--- config.mk ---
export PLATFORM = sky130hd
export DESIGN_NAME = mem_responder
export DESIGN_NICKNAME = d
export VERILOG_FILES = /design/src/rtl/mem_resp_pkg.sv /design/src/rtl/mem_array.sv /design/src/rtl/mem_responder.sv
export SDC_FILE = /design/constraint.sdc
export NUM_CORES = 2
export LEC_CHECK = 0
export ABC_AREA = 0
export CORE_ASPECT_RATIO = 1.4
export CORE_MARGIN = 4
export CORE_UTILIZATION = 50
export CTS_BUF_LIST = sky130_fd_sc_hd__clkbuf_2
export CTS_CLUSTER_SIZE = 12
export DETAILED_ROUTE_END_ITERATION = 10
export HOLD_SLACK_MARGIN = 0.08
export PLACE_DENSITY_LB_ADDON = 0.1
export SYNTH_ARGS = -nofsm -noshare
export SYNTH_HDL_FRONTEND = slang
export SYNTH_HIERARCHICAL = 1
export SYNTH_SLANG_ARGS = --single-unit
--- constraint.sdc ---
create_clock -name clock -period 3.4 [get_ports clock]
set_clock_uncertainty 0.2 [all_clocks]
set_input_delay 0.51 -clock clock [delete_from_list [all_inputs] [get_ports clock]]
set_output_delay 0.51 -clock clock [all_outputs]
set_load 0.005 [all_outputs]
--- src/rtl/mem_resp_pkg.sv ---
// rtl/mem_resp_pkg.sv - shared encodings and arbitration helper for mem_responder
package mem_resp_pkg;

    typedef enum logic [1:0] {
        ST_IDLE = 2'd0,
        ST_WAIT = 2'd1,
        ST_RESP = 2'd2
    } state_t;

    localparam logic PORT_FETCH = 1'b0;
    localparam logic PORT_DATA  = 1'b1;

    localparam int WAIT_MAX   = 7;
    localparam int WAIT_CNT_W = 3;

    // Round-robin between the two ports: on conflict, the port not served last wins.
    function automatic logic rr_pick(input logic fetch_req, input logic data_req,
                                     input logic last_grant);
        if (fetch_req && data_req) begin
            return ~last_grant;
        end
        return data_req ? PORT_DATA : PORT_FETCH;
    endfunction

endpackage

--- src/rtl/mem_array.sv ---
// rtl/mem_array.sv - single-port RAM, synchronous write, combinational read, no reset
module mem_array #(
    parameter int ADDR_W = 8,
    parameter int DATA_W = 8
) (
    input  logic              clock,
    input  logic              we,
    input  logic [ADDR_W-1:0] addr,
    input  logic [DATA_W-1:0] wdata,
    output logic [DATA_W-1:0] rdata
);

    logic [DATA_W-1:0] mem [0:(1<<ADDR_W)-1];

    always_ff @(posedge clock) begin
        if (we) begin
            mem[addr] <= wdata;
        end
    end

    assign rdata = mem[addr];

endmodule

--- src/rtl/mem_responder.sv ---
// rtl/mem_responder.sv - fetch/data req-ack responder over a single-port RAM with wait states
module mem_responder
    import mem_resp_pkg::*;
#(
    parameter int ADDR_W      = 8,
    parameter int DATA_W      = 8,
    parameter int WAIT_CYCLES = 1
) (
    input  logic              clock,
    input  logic              reset,
    input  logic              if_req,
    input  logic [ADDR_W-1:0] if_addr,
    output logic              if_ack,
    output logic [DATA_W-1:0] if_rdata,
    input  logic              d_req,
    input  logic              d_we,
    input  logic [ADDR_W-1:0] d_addr,
    input  logic [DATA_W-1:0] d_wdata,
    output logic              d_ack,
    output logic [DATA_W-1:0] d_rdata,
    output logic              busy
);

    generate
        if (WAIT_CYCLES < 0 || WAIT_CYCLES > WAIT_MAX) begin : g_wait_range_check
            $error("mem_responder: WAIT_CYCLES must be in 0..7");
        end
    endgenerate

    localparam bit                    ZERO_WAIT = (WAIT_CYCLES == 0);
    localparam logic [WAIT_CNT_W-1:0] WAIT_INIT = WAIT_CNT_W'(WAIT_CYCLES);

    state_t                state_q, state_d;
    logic [WAIT_CNT_W-1:0] wait_q, wait_d;
    logic                  last_grant_q;
    logic                  gnt_port_q;
    logic [ADDR_W-1:0]     gnt_addr_q;
    logic                  gnt_we_q;
    logic [DATA_W-1:0]     gnt_wdata_q;

    logic              idle;
    logic              any_req;
    logic              arb_port;
    logic              eff_port;
    logic [ADDR_W-1:0] eff_addr;
    logic              eff_we;
    logic [DATA_W-1:0] eff_wdata;
    logic              enter_resp;
    logic              mem_we;
    logic [DATA_W-1:0] mem_rdata;

    assign idle     = (state_q == ST_IDLE);
    assign any_req  = if_req | d_req;
    assign arb_port = rr_pick(if_req, d_req, last_grant_q);
    assign busy     = ~idle;

    // With zero wait states the grant and the RAM access share one edge, so
    // the access must come from the live request instead of the grant registers.
    assign eff_port  = idle ? arb_port : gnt_port_q;
    assign eff_addr  = idle ? ((arb_port == PORT_DATA) ? d_addr : if_addr) : gnt_addr_q;
    assign eff_we    = idle ? ((arb_port == PORT_DATA) && d_we) : gnt_we_q;
    assign eff_wdata = idle ? d_wdata : gnt_wdata_q;

    assign mem_we = enter_resp && (eff_port == PORT_DATA) && eff_we;

    mem_array #(
        .ADDR_W (ADDR_W),
        .DATA_W (DATA_W)
    ) u_mem (
        .clock (clock),
        .we    (mem_we),
        .addr  (eff_addr),
        .wdata (eff_wdata),
        .rdata (mem_rdata)
    );

    always_comb begin
        state_d    = state_q;
        wait_d     = wait_q;
        enter_resp = 1'b0;
        case (state_q)
            ST_IDLE: begin
                if (any_req) begin
                    if (ZERO_WAIT) begin
                        state_d    = ST_RESP;
                        enter_resp = 1'b1;
                    end else begin
                        state_d = ST_WAIT;
                        wait_d  = WAIT_INIT;
                    end
                end
            end
            ST_WAIT: begin
                if (wait_q == WAIT_CNT_W'(1)) begin
                    state_d    = ST_RESP;
                    wait_d     = '0;
                    enter_resp = 1'b1;
                end else begin
                    wait_d = wait_q - WAIT_CNT_W'(1);
                end
            end
            ST_RESP: begin
                state_d = ST_IDLE;
                wait_d  = '0;
            end
            default: begin
                state_d = ST_IDLE;
                wait_d  = '0;
            end
        endcase
    end

    always_ff @(posedge clock or negedge reset) begin
        if (!reset) begin
            state_q <= ST_IDLE;
            wait_q  <= '0;
        end else begin
            state_q <= state_d;
            wait_q  <= wait_d;
        end
    end

    always_ff @(posedge clock or negedge reset) begin
        if (!reset) begin
            last_grant_q <= PORT_FETCH;
            gnt_port_q   <= PORT_FETCH;
            gnt_addr_q   <= '0;
            gnt_we_q     <= 1'b0;
            gnt_wdata_q  <= '0;
        end else if (idle && any_req) begin
            last_grant_q <= arb_port;
            gnt_port_q   <= arb_port;
            gnt_addr_q   <= eff_addr;
            gnt_we_q     <= eff_we;
            gnt_wdata_q  <= eff_wdata;
        end
    end

    // Read data is captured only on a port's own response, so it holds until that port's next ack.
    always_ff @(posedge clock or negedge reset) begin
        if (!reset) begin
            if_ack   <= 1'b0;
            d_ack    <= 1'b0;
            if_rdata <= '0;
            d_rdata  <= '0;
        end else begin
            if_ack <= enter_resp && (eff_port == PORT_FETCH);
            d_ack  <= enter_resp && (eff_port == PORT_DATA);
            if (enter_resp && (eff_port == PORT_FETCH)) begin
                if_rdata <= mem_rdata;
            end
            if (enter_resp && (eff_port == PORT_DATA)) begin
                d_rdata <= eff_we ? eff_wdata : mem_rdata;
            end
        end
    end

endmodule

==> flow_summary.toml <==
[run_status]
status = "finished, violations left"
violations = "negative setup slack"

[global_route]
grt_pass1_vias = 46309
grt_overflow_total = 0
grt_max_degree = 99
grtUsageTotal_pct = 26.77
antenna_found_initial = 8
grt_pass1_wl_mm = 322.1

[timing]
worst_pin_slew_ns = 1.227
drv_slew = 0
fmax_ghz = 0.2377
finalHoldViolCount = 0
fin_crit_ns = 4.206
holdWs_ns = 0.3351
max-slew-margin-rel_pct = 18.23
fin_crit_sh_pct = 123.7
rsz0062_at_grt = "yes"
setup_viol = 1920
finalWorstSetupSlack_ns = -0.8064

[cts]
cts_inserted_buffers = 464
clkTransAtPathRegs_ns = 0.13
clk_latency_ns = 1.81
cts_tree = "built"
h-tree-depth = 5
cts.sinks = 2089
cts-root-buf = "clkbuf_2"
clockBufferDepth = 4

[placement]
place_area_um2 = 89250
hpwl_mm = 137.4
port_buffers = 47
gp_congestion = 0.8992
pre_cts_slack_ns = -2.050

[worst_setup_path]
timing.rr.start = "gnt_port_q"
crit_start = "gnt_port_q"
start_kind = "flip-flop"
arrival_ns = 5.69
path_class = "flip-flop to flip-flop"
cp_max_fo = 7
required_ns = 4.88
end_kind = "flip-flop"

[synthesis]
yosysTopAreaCell = "edfxtp_1"
yosys_warnings = 6
yosys-top-cells-area = "edfxtp_1 (77%), mux4_2 (14%), a22oi_1 (2.4%)"
synth.distinct_cells = 40
synth_ff_type = "edfxtp_1"
yosysSeqAreaShare_pct = 77.85
yosys_register_bits = 2089
post-synth-top-count-cell = "edfxtp_1"
synth_top_area_share_pct = 76.58
synth_area_um2 = 80310
synthArstFlopShare_pct = 1.963
synthCells = 3709
synth_nets = 3740
synth_edf_count = 2048
synth_commonest_cells = "edfxtp_1 (2048), mux4_2 (512), a22oi_1 (256)"
syn_area_per_cell_um2 = 21.65

[floorplan]
ios = 48
die_w_um = 346.7
dieArea_um2 = 167200
placeableCoreArea_um2 = 159300
fp.dieH_um = 482.2
start_util_pct = 50.41
rows = 173

[hold_path]
min_from = "d_rdata[0]"
min_path_type = "flip-flop to flip-flop"

[finish]
final_cell_area_um2 = 98730
drive_above_1_share_pct = 46.04
syn2layout_area_growth_pct = 22.94
fin_nets = 4902

[drt]
drc = 0
drt_iter0_drc = 4677
routed_via_density = 5.991
dr_total_vias = 43807
post_drt_wl_per_cell_um = 30.55
final_antenna_net_count = 0
dr.pass1.iters = 6
routed_wl_mm = 223.4

[power_and_ir_drop]
power.total_uw = 96720
p_leak_uw = 0.03285
power_density_nw_per_um2 = 979.6
vdd_drop_max_v = 0.0007691

[job]
max_cap_viol_count = 0
-- state kept, by name, indices dropped and copies added, names as in the netlist --
register and cells:
d_rdata 8, if_rdata 8, gnt_wdata_q 8, gnt_port_q 1
state_q 2, gnt_addr_q 8, wait_q 3, gnt_we_q 1
u_mem/mem 2048, d_ack 1, if_ack 1
-- critical path, stage by stage, from the launching register on --
cell      delay (ns)
dfrtp_1         0.44
a21boi_4        0.26
mux2i_4         0.34
a21oi_4         0.10
buf_6           0.13
buf_16          0.15
buf_16          0.18
buf_4           0.15
buf_4           0.15
mux4_2          0.45
a22oi_1         0.18
a21oi_1         0.11
o41ai_1         0.38
buf_4           0.22
nand4_1         0.19
mux2i_4         0.29
o21ai_1         0.10
-- what timing repair did --
item,4_1_cts,5_1_grt
resized for setup,484,278
hold buffers,69,1
pin swaps,75,73
buffers inserted,57,50
cloned,25,9
setup endpoints to repair,1748,2071
hold endpoints to repair,2585,1
-- routing by layer --
layer | up-vias | global-route usage (%) | routed length [um]
li1 | 18321 | - | -
met1 | 23099 | 33.73 | 81840
met2 | 1991 | 45.90 | 115700
met3 | 396 | 5.691 | 17170
met4 | 0 | 10.50 | 8671
met5 | - | 0 | 0
-- power breakdown --
| group | leakage (uW) | switching (uW) | internal, uW | total, uW |
|---|---|---|---|---|
| Sequential | 0.0189 | 353 | 33400 | 33800 |
| Clock | 0.00305 | 9340 | 5500 | 14800 |
| Combinational | 0.0109 | 26800 | 21300 | 48100 |
-- layout by cell type (no fill, tap or decap), types with 10 or more instances in the layout --
cell	instances
clkbuf_2	649
nor2_2	13
clkinv_1	117
nand2_1	40
dlygate4sd3_1	66
buf_12	125
a21oi_2	58
edfxtp_1	2048
clkinv_2	24
o41ai_2	22
clkdlybuf4s50_1	30
buf_16	41
nor2_1	139
mux2i_1	12
nor2_4	91
a22oi_2	79
mux4_2	512
nor3_1	16
dfrtp_2	15
bufbuf_16	10
diode_2	10
buf_6	129
a21oi_1	71
a22oi_1	177
buf_4	494
mux2_2	12
dfrtp_1	26
buf_8	23
-- stage by stage --
| stage | setup TNS [ns] | instances | utilization, % |
|---|---|---|---|
| after global placement | -1643.47 | 6319 | 56.02 |
| after floorplan | -35.11 | 3709 | - |
| after detailed placement | -1618.86 | 6319 | 56.02 |
| after CTS | -687.56 | 7256 | 60.89 |
| after global routing | -537.57 | 7307 | 61.97 |
| final | -376.22 | 7312 | 61.97 |
-- area by class of cell --
type                            count  area [um^2]
Clock buffer                      649         3248
Clock inverter                    148        716.9
Fill cell                       11272        60580
Multi-Input combinational cell   1374        18830
Timing Repair Buffer              937        10720
Sequential cell                  2089        62540
Inverter                            5        18.77
Antenna cell                       10        25.02
Tap cell                         2100         2628
-- final timing paths --
check,endpoint,slack [ns],cells past startpoint
setup / recovery,d_rdata[0],-0.81,16
hold / removal,d_rdata[0],0.34,2
setup reg to reg,d_rdata[0],-0.81,16
hold reg to reg,d_rdata[0],0.34,2
max in group asynchronous,d_rdata[3],1.94,6
min in group asynchronous,gnt_wdata_q[2],0.78,6
-- kinds of logic (layout without fill, tap and decap cells) --
family	after synthesis	after routing	share of synthesized area [%]
DFF	2089	2089	77.85
buffers and inverters	246	1739	1.464
AOI/OAI and AO/OA	448	448	3.770
and+or+nand+nor	371	371	1.933
muxes	553	553	14.95
adders and majority gates	2	2	0.03115
other	0	10	0
(Power assumes the default switching activity.)
